File: config.mk
export PLATFORM = sky130hd
export DESIGN_NAME = periph_slave_responder
export DESIGN_NICKNAME = d
export VERILOG_FILES = /design/src/rtl/periph_slave_responder.sv
export SDC_FILE = /design/constraint.sdc
export NUM_CORES = 1
export LEC_CHECK = 0
export ABC_AREA = 1
export CORE_AREA = 2 2 248 250
export CTS_CLUSTER_DIAMETER = 100
export DETAILED_ROUTE_END_ITERATION = 12
export DIE_AREA = 0 0 250 252
export DONT_BUFFER_PORTS = 1
export MAX_ROUTING_LAYER = met4
export PLACE_DENSITY = 0.52
export SLEW_MARGIN = 10
export SYNTH_ARGS = -nofsm -noshare
export SYNTH_HDL_FRONTEND = slang
export SYNTH_SLANG_ARGS = --single-unit
File: constraint.sdc
create_clock -name clk_i -period 2 [get_ports clk_i]
set_input_delay 0.3 -clock clk_i [delete_from_list [all_inputs] [get_ports clk_i]]
set_output_delay 0.3 -clock clk_i [all_outputs]
set_load 0.01 [all_outputs]
File: src/rtl/periph_slave_responder.sv
// Slave endpoint for one peripheral crossbar output port.
// Grants incoming requests and returns one response per grant that echoes
// the requester ID. A byte-writable register bank backs the accesses.
// Index 0 is a read-only identification word. An optional number of wait
// states can be inserted between the grant and the response. Only one
// transaction is outstanding at any time.
module periph_slave_responder #(
    parameter int          ADDR_WIDTH   = 32,
    parameter int          DATA_WIDTH   = 32,
    parameter int          BE_WIDTH     = DATA_WIDTH / 8,
    parameter int          ID_WIDTH     = 9,
    parameter int          NB_REGS      = 16,
    parameter int          OFFSET_WIDTH = 10,
    parameter int          WAIT_CYCLES  = 0,
    parameter logic [31:0] PERIPH_ID    = 32'hA5A5_0001
) (
    input  logic                          clk_i,
    input  logic                          rst_ni,
    input  logic                          req_i,
    input  logic [ADDR_WIDTH-1:0]         add_i,
    input  logic                          wen_i,
    input  logic [DATA_WIDTH-1:0]         wdata_i,
    input  logic [BE_WIDTH-1:0]           be_i,
    input  logic [ID_WIDTH-1:0]           id_i,
    output logic                          gnt_o,
    output logic                          r_valid_o,
    output logic [DATA_WIDTH-1:0]         r_rdata_o,
    output logic                          r_opc_o,
    output logic [ID_WIDTH-1:0]           r_id_o,
    output logic [NB_REGS*DATA_WIDTH-1:0] regs_o
);

    localparam int         IDX_W     = (NB_REGS > 1) ? $clog2(NB_REGS) : 1;
    // The counter is loaded with WAIT_CYCLES-1, so the wait state lasts exactly WAIT_CYCLES cycles.
    localparam logic [3:0] WAIT_LOAD = (WAIT_CYCLES == 0) ? 4'd0 : 4'(WAIT_CYCLES - 1);

    typedef enum logic [1:0] {
        ST_IDLE = 2'd0,
        ST_WAIT = 2'd1,
        ST_RESP = 2'd2
    } state_t;

    state_t                  state_r;
    logic [3:0]              cnt_r;
    logic [DATA_WIDTH-1:0]   regs_r [1:NB_REGS-1];

    logic [OFFSET_WIDTH-1:0] off_s;
    logic [IDX_W-1:0]        idx_low_s;
    logic                    err_s;
    logic                    gnt_s;
    logic                    wr_en_s;
    logic [DATA_WIDTH-1:0]   rd_val_s;

    // An access is rejected for three reasons:
    // - the offset is misaligned;
    // - the index is outside the register bank;
    // - the access is a write to the read-only identification word.
    function automatic logic decode_err(input logic [OFFSET_WIDTH-1:0] off, input logic wen);
        logic [31:0] idx_ext;
        idx_ext = 32'(off[OFFSET_WIDTH-1:2]);
        return (off[1:0] != 2'b00) || (idx_ext >= 32'(NB_REGS)) ||
               (!wen && (idx_ext == 32'd0));
    endfunction

    // Only the window offset matters here; the crossbar has already routed on the upper address bits.
    assign off_s     = add_i[OFFSET_WIDTH-1:0];
    assign idx_low_s = off_s[IDX_W+1:2];
    assign err_s     = decode_err(off_s, wen_i);

    // A grant is possible whenever no response is pending. It is forced low during reset.
    assign gnt_s   = rst_ni && req_i && (state_r != ST_WAIT);
    assign gnt_o   = gnt_s;
    assign wr_en_s = gnt_s && !wen_i && !err_s;

    // Read data mux: the bank value as seen before any same-cycle write.
    always_comb begin
        rd_val_s = PERIPH_ID;
        for (int i = 1; i < NB_REGS; i++) begin
            if (idx_low_s == IDX_W'(i)) begin
                rd_val_s = regs_r[i];
            end else begin
                rd_val_s = rd_val_s;
            end
        end
    end

    // Flatten the bank for observation; slice 0 is always the identification word.
    always_comb begin
        regs_o = {(NB_REGS*DATA_WIDTH){1'b0}};
        regs_o[DATA_WIDTH-1:0] = PERIPH_ID;
        for (int i = 1; i < NB_REGS; i++) begin
            regs_o[i*DATA_WIDTH +: DATA_WIDTH] = regs_r[i];
        end
    end

    // Register bank: writes take effect per enabled byte at the grant clock edge.
    always_ff @(posedge clk_i or negedge rst_ni) begin
        if (!rst_ni) begin
            for (int i = 1; i < NB_REGS; i++) begin
                regs_r[i] <= {DATA_WIDTH{1'b0}};
            end
        end else if (wr_en_s) begin
            for (int i = 1; i < NB_REGS; i++) begin
                for (int k = 0; k < BE_WIDTH; k++) begin
                    if ((idx_low_s == IDX_W'(i)) && be_i[k]) begin
                        regs_r[i][k*8 +: 8] <= wdata_i[k*8 +: 8];
                    end
                end
            end
        end
    end

    // Response FSM: captures the response at the grant, then waits, then pulses r_valid_o.
    always_ff @(posedge clk_i or negedge rst_ni) begin
        if (!rst_ni) begin
            state_r   <= ST_IDLE;
            cnt_r     <= 4'd0;
            r_valid_o <= 1'b0;
            r_rdata_o <= {DATA_WIDTH{1'b0}};
            r_opc_o   <= 1'b0;
            r_id_o    <= {ID_WIDTH{1'b0}};
        end else begin
            r_valid_o <= 1'b0;
            case (state_r)
                ST_IDLE, ST_RESP: begin
                    if (gnt_s) begin
                        r_id_o    <= id_i;
                        r_opc_o   <= err_s;
                        r_rdata_o <= (wen_i && !err_s) ? rd_val_s : {DATA_WIDTH{1'b0}};
                        if (WAIT_CYCLES == 0) begin
                            state_r   <= ST_RESP;
                            r_valid_o <= 1'b1;
                        end else begin
                            cnt_r   <= WAIT_LOAD;
                            state_r <= ST_WAIT;
                        end
                    end else begin
                        state_r <= ST_IDLE;
                    end
                end
                ST_WAIT: begin
                    if (cnt_r == 4'd0) begin
                        state_r   <= ST_RESP;
                        r_valid_o <= 1'b1;
                    end else begin
                        cnt_r <= cnt_r - 4'd1;
                    end
                end
                default: begin
                    state_r <= ST_IDLE;
                end
            endcase
        end
    end

endmodule

# [Word-level counts from Yosys, hierarchy flattened]
# Index checks and enable logic that the tools add are counted.
[word_totals] ff_bits=529 inputBits=81 output_inout_bits=556 elab_cells=247
[op_classes] add_sub_neg=1 magnitude_cmp=1 n_eq_ne=19 mux=22 n_bitwise=1 reduce_logical=137
[ops] operator="two-way mux 32 bit" count=16
[ops] operator="AND reduction 2 bit" count=62
[ops] operator="logical AND 1 bit" count=66
[ops] operator="== test 4 bit (second input constant)" count=8
[ops] operator="== test 4 x 3 -> 1 bit (second input constant)" count=4
[ops] operator="== test 4 x 2 -> 1 bit (second input constant)" count=2
[ops] operator=">= comparator 8 x 5 -> 1 bit (second input constant)" count=1
[ops] operator="zero test 8 bit" count=1
[ops] operator="== test 4 x 1 -> 1 bit (second input constant)" count=1
[ops] operator="zero test 4 bit" count=1
[ops] operator="two-way mux 2 bit" count=2
[ops] operator="case mux 2 bit (2 select lines)" count=1
[ops] operator="subtractor 4 x 1 -> 4 bit (second input constant)" count=1
[ops] operator="== test 2 x 1 -> 1 bit (second input constant)" count=1
[ops] operator="== test 2 bit (second input constant)" count=1
[ops] operator="zero test 1 bit" count=2
[ops] operator="zero test 2 bit" count=1
[ops] operator="logical OR 1 bit" count=2
[ops] operator="two-way mux 1 bit" count=2
[ops] operator="!= test 2 x 1 -> 1 bit (second input constant)" count=1
[ops] operator="!= test 2 bit (second input constant)" count=1
[ops] operator="case mux 1 bit (2 select lines)" count=1
[ops] operator="nonzero test 2 bit" count=1
[ops] operator="OR reduction 2 bit" count=1
[ops] operator="NOT 1 bit" count=1

# [Depth between registers and ports, before layout]
# Gate-level depths: netlist of run 1.
[depth] ltp_word=17 mapped_depth=16 depth_no_buf=15

# [Least setup slack after synthesis of run 1]
# Ideal clock, no wire load.
[synth_path] path_type="input to register" startpoint="input add_i[1]" endpoint="register regs_r (netlist bit regs_o[485])" setup_time_ns=0.131 t_arrival_ns=1.801 t_required_ns=1.869 slack_ns=0.069 stages=10 n_path_buf=2 cell_sequence="nor4_2 > nand2_1 > a31oi_2 > nand3_4 > nor2_8 > buf_12 > nand2_4 > buf_6 > nand2_1 > o21ai_2"
[synth_via] elab_chain_cells=6
[synth_rtl] element="start, declared" line="20" source="input logic [ADDR_WIDTH-1:0] add_i,"
[synth_rtl] element="nonzero test 2 bit" line="61" source="return (off[1:0] != 2'b00) || (idx_ext >= 32'(NB_REGS)) ||"
[synth_rtl] element="logical OR 1 bit (2 in series)" line="61"
[synth_rtl] element="zero test 1 bit" line="73" source="assign wr_en_s = gnt_s && !wen_i && !err_s;"
[synth_rtl] element="logical AND 1 bit" line="73"
[synth_rtl] element="AND reduction 2 bit (no source line)"
[synth_rtl] element="end signal, assigned by index" line="100" source="regs_r[i] <= {DATA_WIDTH{1'b0}};"
[synth_rtl] element="end signal, assigned by index" line="106" source="regs_r[i][k*8 +: 8] <= wdata_i[k*8 +: 8];"
[synth_rtl] element="end, declared" line="45" source="logic [DATA_WIDTH-1:0] regs_r [1:NB_REGS-1];"
# No other way between the ends.
# A chain may end at the register's enable or synchronous reset.

# [Worst setup path after layout of run 1]
[layout_path] startpoint="input rst_ni" endpoint="output gnt_o"
[layout_via] elab_chain_cells=2
[layout_rtl] element="start, declared" line="18" source="input logic rst_ni,"
[layout_rtl] element="logical AND 1 bit (2 in series)" line="71" source="assign gnt_s = rst_ni && req_i && (state_r != ST_WAIT);"
[layout_rtl] element="end, declared" line="25" source="output logic gnt_o,"
# No other way between the ends.

==> impl_results.md, run 1 <==
- Synth top area cells: dfrtp_1 (55%), nand2_1 (15%), o21ai_1 (5.4%), o21ai_0 (3.6%), nor2_1 (3.0%)
- Drt pass-1 iters: 8
- RSZ-0062 raised after global routing: no
- Largest net degree at the start of global routing: 525
- Seq/Total Area, Yosys: 0.5465
- Min-delay worst type: input port to asynchronous set/reset pin
- Most frequent cell after synthesis: nand2_1
- Clock Path Buffers: 3
- FF-to-FF End: r_rdata_o[21]$_DFFE_PN0P_
- R2R depth: 11
- I/O Pins: 637
- CP Launch Type: input port
- Final Hold Viols: 523
- Synth top area share: 0.5465
- Clk root buf: clkbuf_16
- CP startpoint: rst_ni
- Yosys warns: 0
- Fill cell count: 5891
- # setup viols final: 523
- Die H: 252 microns
- Starting Density: 0.3983
- Setup TNS: -184.45 ns
- CTS tree: done
- ANT nets after route: 0
- Nets: 2908
- Failing checks: negative hold slack, max-slew violations, negative setup slack
- Largest area contributor in the netlist: dfrtp_1
- Port Buffer Count: 0
- Area growth syn-to-layout: 14.40%
- Core area: 0.06013 sq mm
- Setup crit end: gnt_o
- Skew final: 0.01919 ns
- Syn_area_per_cell: 8.633 sq um
- CTS clock-pin slew for the worst setup and hold paths: 0.06 ns
- Global-route wire length before repair: 129.6 mm
- Synth Cell Area: 0.02395 sq mm
- Avg WL per Cell: 24.03 microns
- Yosys cell types: 30
- Crit. End Element: primary output
- Dpl cells: 3541
- CP Class: input port to primary output
- Number of global-route vias before repair: 18850
- Hold Slack: -0.6255 ns
- Final worst slack: -0.5781 ns
- Status: finished with violations
- Gpl congestion: 0.8998
- Post-synth top cells: nand2_1 (935), dfrtp_1 (523), o21ai_1 (260), nor2_1 (191), o21ai_0 (171)
- WP data required: 1.70 ns
- Number of synthesized flops with an enable pin: 0
- Post-DR vias/cell: 5.258
- DRC: 0
- Post-CTS sizing: 0
- Power density cells: 831.5 mW/mm^2
- Period minus WS final: 2.578 ns
- Skew-Pair Late Insertion Delay: 0.63 ns
- Number of CTS-inserted buffers: 57
- Die area: 0.06300 sq mm
- Slew HR: -0.2490
- VDD IR max: 762.5 uV
- Crit path max fanout: 524
- Pre-CTS setup slack: -0.2885 ns
- R2R Setup Slk: 0.19 ns
- Final std cells w/o fill: 3654
- Fraction of layout cells with a size suffix above 1: 0.1536
- Row count: 90
- Dominant synthesized flop cell: dfrtp_1
- Worst r2r src: regs_o[53]$_DFFE_PN0P_
- Total power: 22.78 mW
- Post-CTS setup buffers: 0
- Asr flop ratio synth: 1.000
- Post-CTS Hold Buffers: 9
- Peak Freq: 387.9 MHz
- Post-DP HPWL: 65.33 mm
- Leakage power: 13.43 nW
- Slew Viols, Final: 197
- Period utilization: 1.289
- Remaining global-route overflow: 0
- Via count: 19210
- Total clock sinks: 523
- Syn Inst Count: 2774
- Synth Register Bits: 523
- Die width: 250 microns
- CTS HTree Levels: 2
- CP Data Arrival Time: 2.28 ns
- Worst-Margin Slew: 1.874 ns
- Final wirelength: 87.82 mm
- Initial DRC Count: 1315
- Antenna violations before repair: 1
- All-Layer GR Usage: 0.2840
- Maxcap violations: 0
-- critical path: stages --
cell and delay (ns):
nand2_1 0.66, inv_1 0.16, buf_4 0.23
-- kinds of logic (layout without fill, tap and decap cells) --
kind of cell    count (synthesis)  count (layout)  share of synthesized area
simple gates                 1393            1393                     0.2595
compound gates                534             534                     0.1214
flops                         523             523                     0.5465
buf+inv                       322             389                    0.07231
other cells                     2              33                  0.0003136
-- metal layers --
metal,global-route usage,up-vias,share of wire
met5,-,-,0
met4,0.08640,0,0.030
met3,0.09976,146,0.094
met2,0.4917,666,0.51
met1,0.3063,9393,0.36
li1,-,9007,-
-- final cells by class --
class,count,area [sq um],area share
flip-flops and latches,523,13090,0.4777
repair buffers,147,1577,0.05754
clock buffers,77,1634,0.05964
inverters,139,521.8,0.01904
clock inverters,26,334.1,0.01219
diodes,1,2.502,0.00009134
well taps,782,978.4,0.03571
multi-input cells,1959,9263,0.3381
-- flip-flops by register name, summed over array words and instances, names as in the netlist --
register / cells
r_opc_o: 1
r_id_o: 9
regs_o: 480
r_rdata_o: 32
r_valid_o: 1
-- cell usage in the layout (no fill, tap or decap), types with 3 or more instances in the layout --
master / instances
buf_12: 36
o21ai_1: 260
nor2_1: 189
or2_2: 80
nand4_1: 85
nor3_1: 8
clkinv_2: 9
bufinv_16: 7
inv_1: 133
o21ai_2: 60
o21ai_0: 171
nor2_8: 9
clkbuf_16: 59
clkbuf_1: 9
dlygate4sd3_1: 9
inv_2: 6
dfrtp_1: 523
or2_0: 11
clkinvlp_4: 7
conb_1: 32
nand2_4: 40
buf_4: 102
nor2_4: 6
nand2_2: 3
nand3_1: 23
clkbuf_8: 9
a21oi_1: 41
nand2_1: 935
-- through the flow --
| stage | instance area (sq um) | util |
|---|---|---|
| after floorplan | 24060 | - |
| after global placement | 25340 | 0.4213 |
| after CTS | 27400 | 0.4556 |
| after detailed placement | 25340 | 0.4213 |
| after global routing | 27400 | 0.4556 |
| final | 27400 | 0.4556 |
-- power breakdown --
| part | internal (mW) | total (mW) | switching, mW |
|---|---|---|---|
| Combinational | 0.264 | 0.936 | 0.672 |
| Clock | 6.61 | 11.1 | 4.53 |
| Sequential | 10.6 | 10.7 | 0.0742 |
-- worst min path at each step --
stage,end,slack (ns),depth (start not counted)
finish,regs_o[60]$_DFFE_PN0P_,-0.63,0
global route,regs_o[159]$_DFFE_PN0P_,-0.65,0
CTS,regs_o[92]$_DFFE_PN0P_,-0.65,0
detailed placement,regs_o[88]$_DFFE_PN0P_,0.02,0
global placement,regs_o[88]$_DFFE_PN0P_,0.02,0
floorplan,r_id_o[0]$_DFFE_PN0P_,0.004,0
Power figures use the tool's default switching activity.
==> run 2, diff against run 1 <==
--- a/config.mk
+++ b/config.mk
@@ -6,13 +6,13 @@
 export NUM_CORES = 1
 export LEC_CHECK = 0
 export ABC_AREA = 1
-export CORE_AREA = 2 2 248 250
+export CORE_MARGIN = 10
+export CORE_UTILIZATION = 45
 export CTS_CLUSTER_DIAMETER = 100
 export DETAILED_ROUTE_END_ITERATION = 12
-export DIE_AREA = 0 0 250 252
 export DONT_BUFFER_PORTS = 1
 export MAX_ROUTING_LAYER = met4
-export PLACE_DENSITY = 0.52
+export PLACE_DENSITY = 0.58
 export SLEW_MARGIN = 10
 export SYNTH_ARGS = -nofsm -noshare
 export SYNTH_HDL_FRONTEND = slang
==> run 2 against run 1 <==
Net effect: the run ends with negative hold slack, negative setup slack left; critical path depth stayed put; non-clock buffer count shrank 13; hold slack better by 0.018 ns; sequential power is essentially flat; utilization increased by 6.0 points; routed wire length decreased by 0.18%; worst setup slack better by 0.42 ns; power down 0.59%; flip-flop and latch count stayed put; largest cell class unchanged.
==> impl_results.md, run 2 (synthesis results as in run 1) <==
- Max reg flops: 480
- Slew Viols, Final: 0
- Total clock sinks: 523
- Via count: 19200
- Clk root buf: clkbuf_16
- WL met1: 29.82 mm
- Met2 wire length: 45.53 mm
- Failing checks: negative hold slack, negative setup slack
- Reg area: 0.01309 sq mm
- Row count: 84
- Worst r2r src: regs_o[121]$_DFFE_PN0P_
- Crit. End Element: primary output
- Post-DP HPWL: 67.18 mm
- Fill cell count: 4911
- Global-route wire length before repair: 128.3 mm
- ANT nets after route: 0
- CP Launch Type: input port
- Number of global-route vias before repair: 18800
- Period minus WS final: 2.163 ns
- FF-to-FF End: r_rdata_o[25]$_DFFE_PN0P_
- Gpl congestion: 0.9350
- Final Hold Viols: 523
- R2R depth: 10
- Remaining global-route overflow: 0
- All-Layer GR Usage: 0.2769
- Starting Density: 0.4548
- Die H: 250.7 microns
- Antenna violations before repair: 1
- VDD IR max: 654.0 uV
- Pre-CTS setup slack: -0.1765 ns
- Largest net degree at the start of global routing: 525
- Slowest CP cell: nand2_1
- DRC: 0
- Post-layout util: 0.5158
- Slew HR: 0.0007558
- Core area: 0.05266 sq mm
- Initial DRC Count: 1434
- CP Class: input port to primary output
- CTS HTree Levels: 2
- Setup TNS: -0.9740 ns
- Crit path cell chain: nand2_1 > inv_1 > buf_4
- Maxcap violations: 0
- Worst-Margin Slew: 1.499 ns
- Die area: 0.06285 sq mm
- Skew-Pair Late Insertion Delay: 0.61 ns
- Nets: 2895
- CP Data Arrival Time: 1.86 ns
- WP data required: 1.70 ns
- Crit path largest cell delay: 0.48 ns
- Post-CTS setup buffers: 0
- Fraction of layout cells with a size suffix above 1: 0.1485
- Avg WL per Cell: 24.68 microns
- Top sig layer: met4
- Peak Freq: 462.4 MHz
- Period utilization: 1.081
- Power density cells: 833.8 mW/mm^2
- Drt pass-1 iters: 5
- Port Buffer Count: 0
- R2R Setup Slk: 0.19 ns
- Most common cell after layout, fill and taps aside: nand2_1
- Min-delay worst type: input port to asynchronous set/reset pin
- Area taken by multi-input logic gates: 0.009263 sq mm
- Final wirelength: 87.67 mm
- Area growth syn-to-layout: 13.41%
- Most frequent cells in the layout: nand2_1 (935), dfrtp_1 (523), o21ai_1 (260), nor2_1 (189), o21ai_0 (171)
- Crit path max fanout: 524
- Final worst slack: -0.1629 ns
- Skew final: 0.01629 ns
- RSZ-0062 raised after global routing: no
- Clock Path Buffers: 3
- Met3 wire len: 9.924 mm
- CTS tree: done
- I/O Pins: 637
- Status: finished with violations
- Post-DR vias/cell: 5.405
- Die width: 250.7 microns
- Leakage power: 13.37 nW
- Hold Slack: -0.6071 ns
- # setup viols final: 46
- Post-CTS Hold Buffers: 9
- CTS clock-pin slew for the worst setup and hold paths: 0.06 ns
- Number of CTS-inserted buffers: 57
==> run 2: changes by cell type in the layout (fill, tap and decap cells not counted), sizes merged <==
cell	change
clkinvlp	-5
clkinv	-2
clkbuf	+13
inv	-1
diode	+2
buf	-13
bufinv	-2
==> run 2: repair_timing <==
item | 4_1_cts | 5_1_grt
setup endpoints to repair | 0 | 0
gates resized for setup | 0 | 0
hold endpoints to repair | 532 | 523
==> run 2: area by class of cell <==
type                            count  share of cell area
Antenna cell                        3           0.0002764
Clock buffer                       90             0.06454
Clock inverter                     16            0.007877
Inverter                          139             0.01921
Multi-Input combinational cell   1959              0.3410
Sequential cell                   523              0.4819
Tap cell                          688             0.03169
Timing Repair Buffer              134             0.05353
==> run 2: layer usage <==
layer,track usage,up-vias
met5,-,-
li1,-,8985
met3,0.1211,122
met1,0.2746,9398
met4,0.07659,0
met2,0.4854,694
==> run 2: report_power, final <==
part           internal [mW]  total [mW]  leakage (nW)  switching, mW
clock network           6.62        11.0         0.967           4.40
logic                  0.253       0.913          5.11          0.660
registers               10.6        10.7          7.29         0.0765
==> run 2: worst max path at each step <==
| stage | startpoint | endpoint | slack [ns] | cells past startpoint |
|---|---|---|---|---|
| after CTS | regs_o[58]$_DFFE_PN0P_ | r_rdata_o[26]$_DFFE_PN0P_ | 0.19 | 12 |
| final | rst_ni | gnt_o | -0.16 | 3 |
| after floorplan | add_i[1] | regs_o[485]$_DFFE_PN0P_ | 0.07 | 10 |
| after detailed placement | add_i[4] | r_rdata_o[31]$_DFFE_PN0P_ | -0.18 | 13 |
| after global routing | regs_o[55]$_DFFE_PN0P_ | r_rdata_o[23]$_DFFE_PN0P_ | 0.09 | 10 |
| after global placement | add_i[4] | r_rdata_o[31]$_DFFE_PN0P_ | -0.16 | 13 |
==> run 2: stage by stage <==
step / total power [mW] / hold WS, ns / instances / instance area, sq um
2_1_floorplan: 11.44 / 0.004409 / 2804 / 24060
3_3_place_gp: 11.80 / 0.02019 / 3434 / 25100
3_5_place_dp: 11.81 / 0.02031 / 3434 / 25100
4_1_cts: 22.81 / -0.6416 / 3549 / 27150
5_1_grt: 23.26 / -0.6400 / 3550 / 27160
6_report: 22.65 / -0.6071 / 3552 / 27160
==> run 2: critical path, delay by kind of cell <==
kind / cells / cell delay [ns]
buffers and inverters: 2 / 0.39
and+or+nand+nor: 1 / 0.48
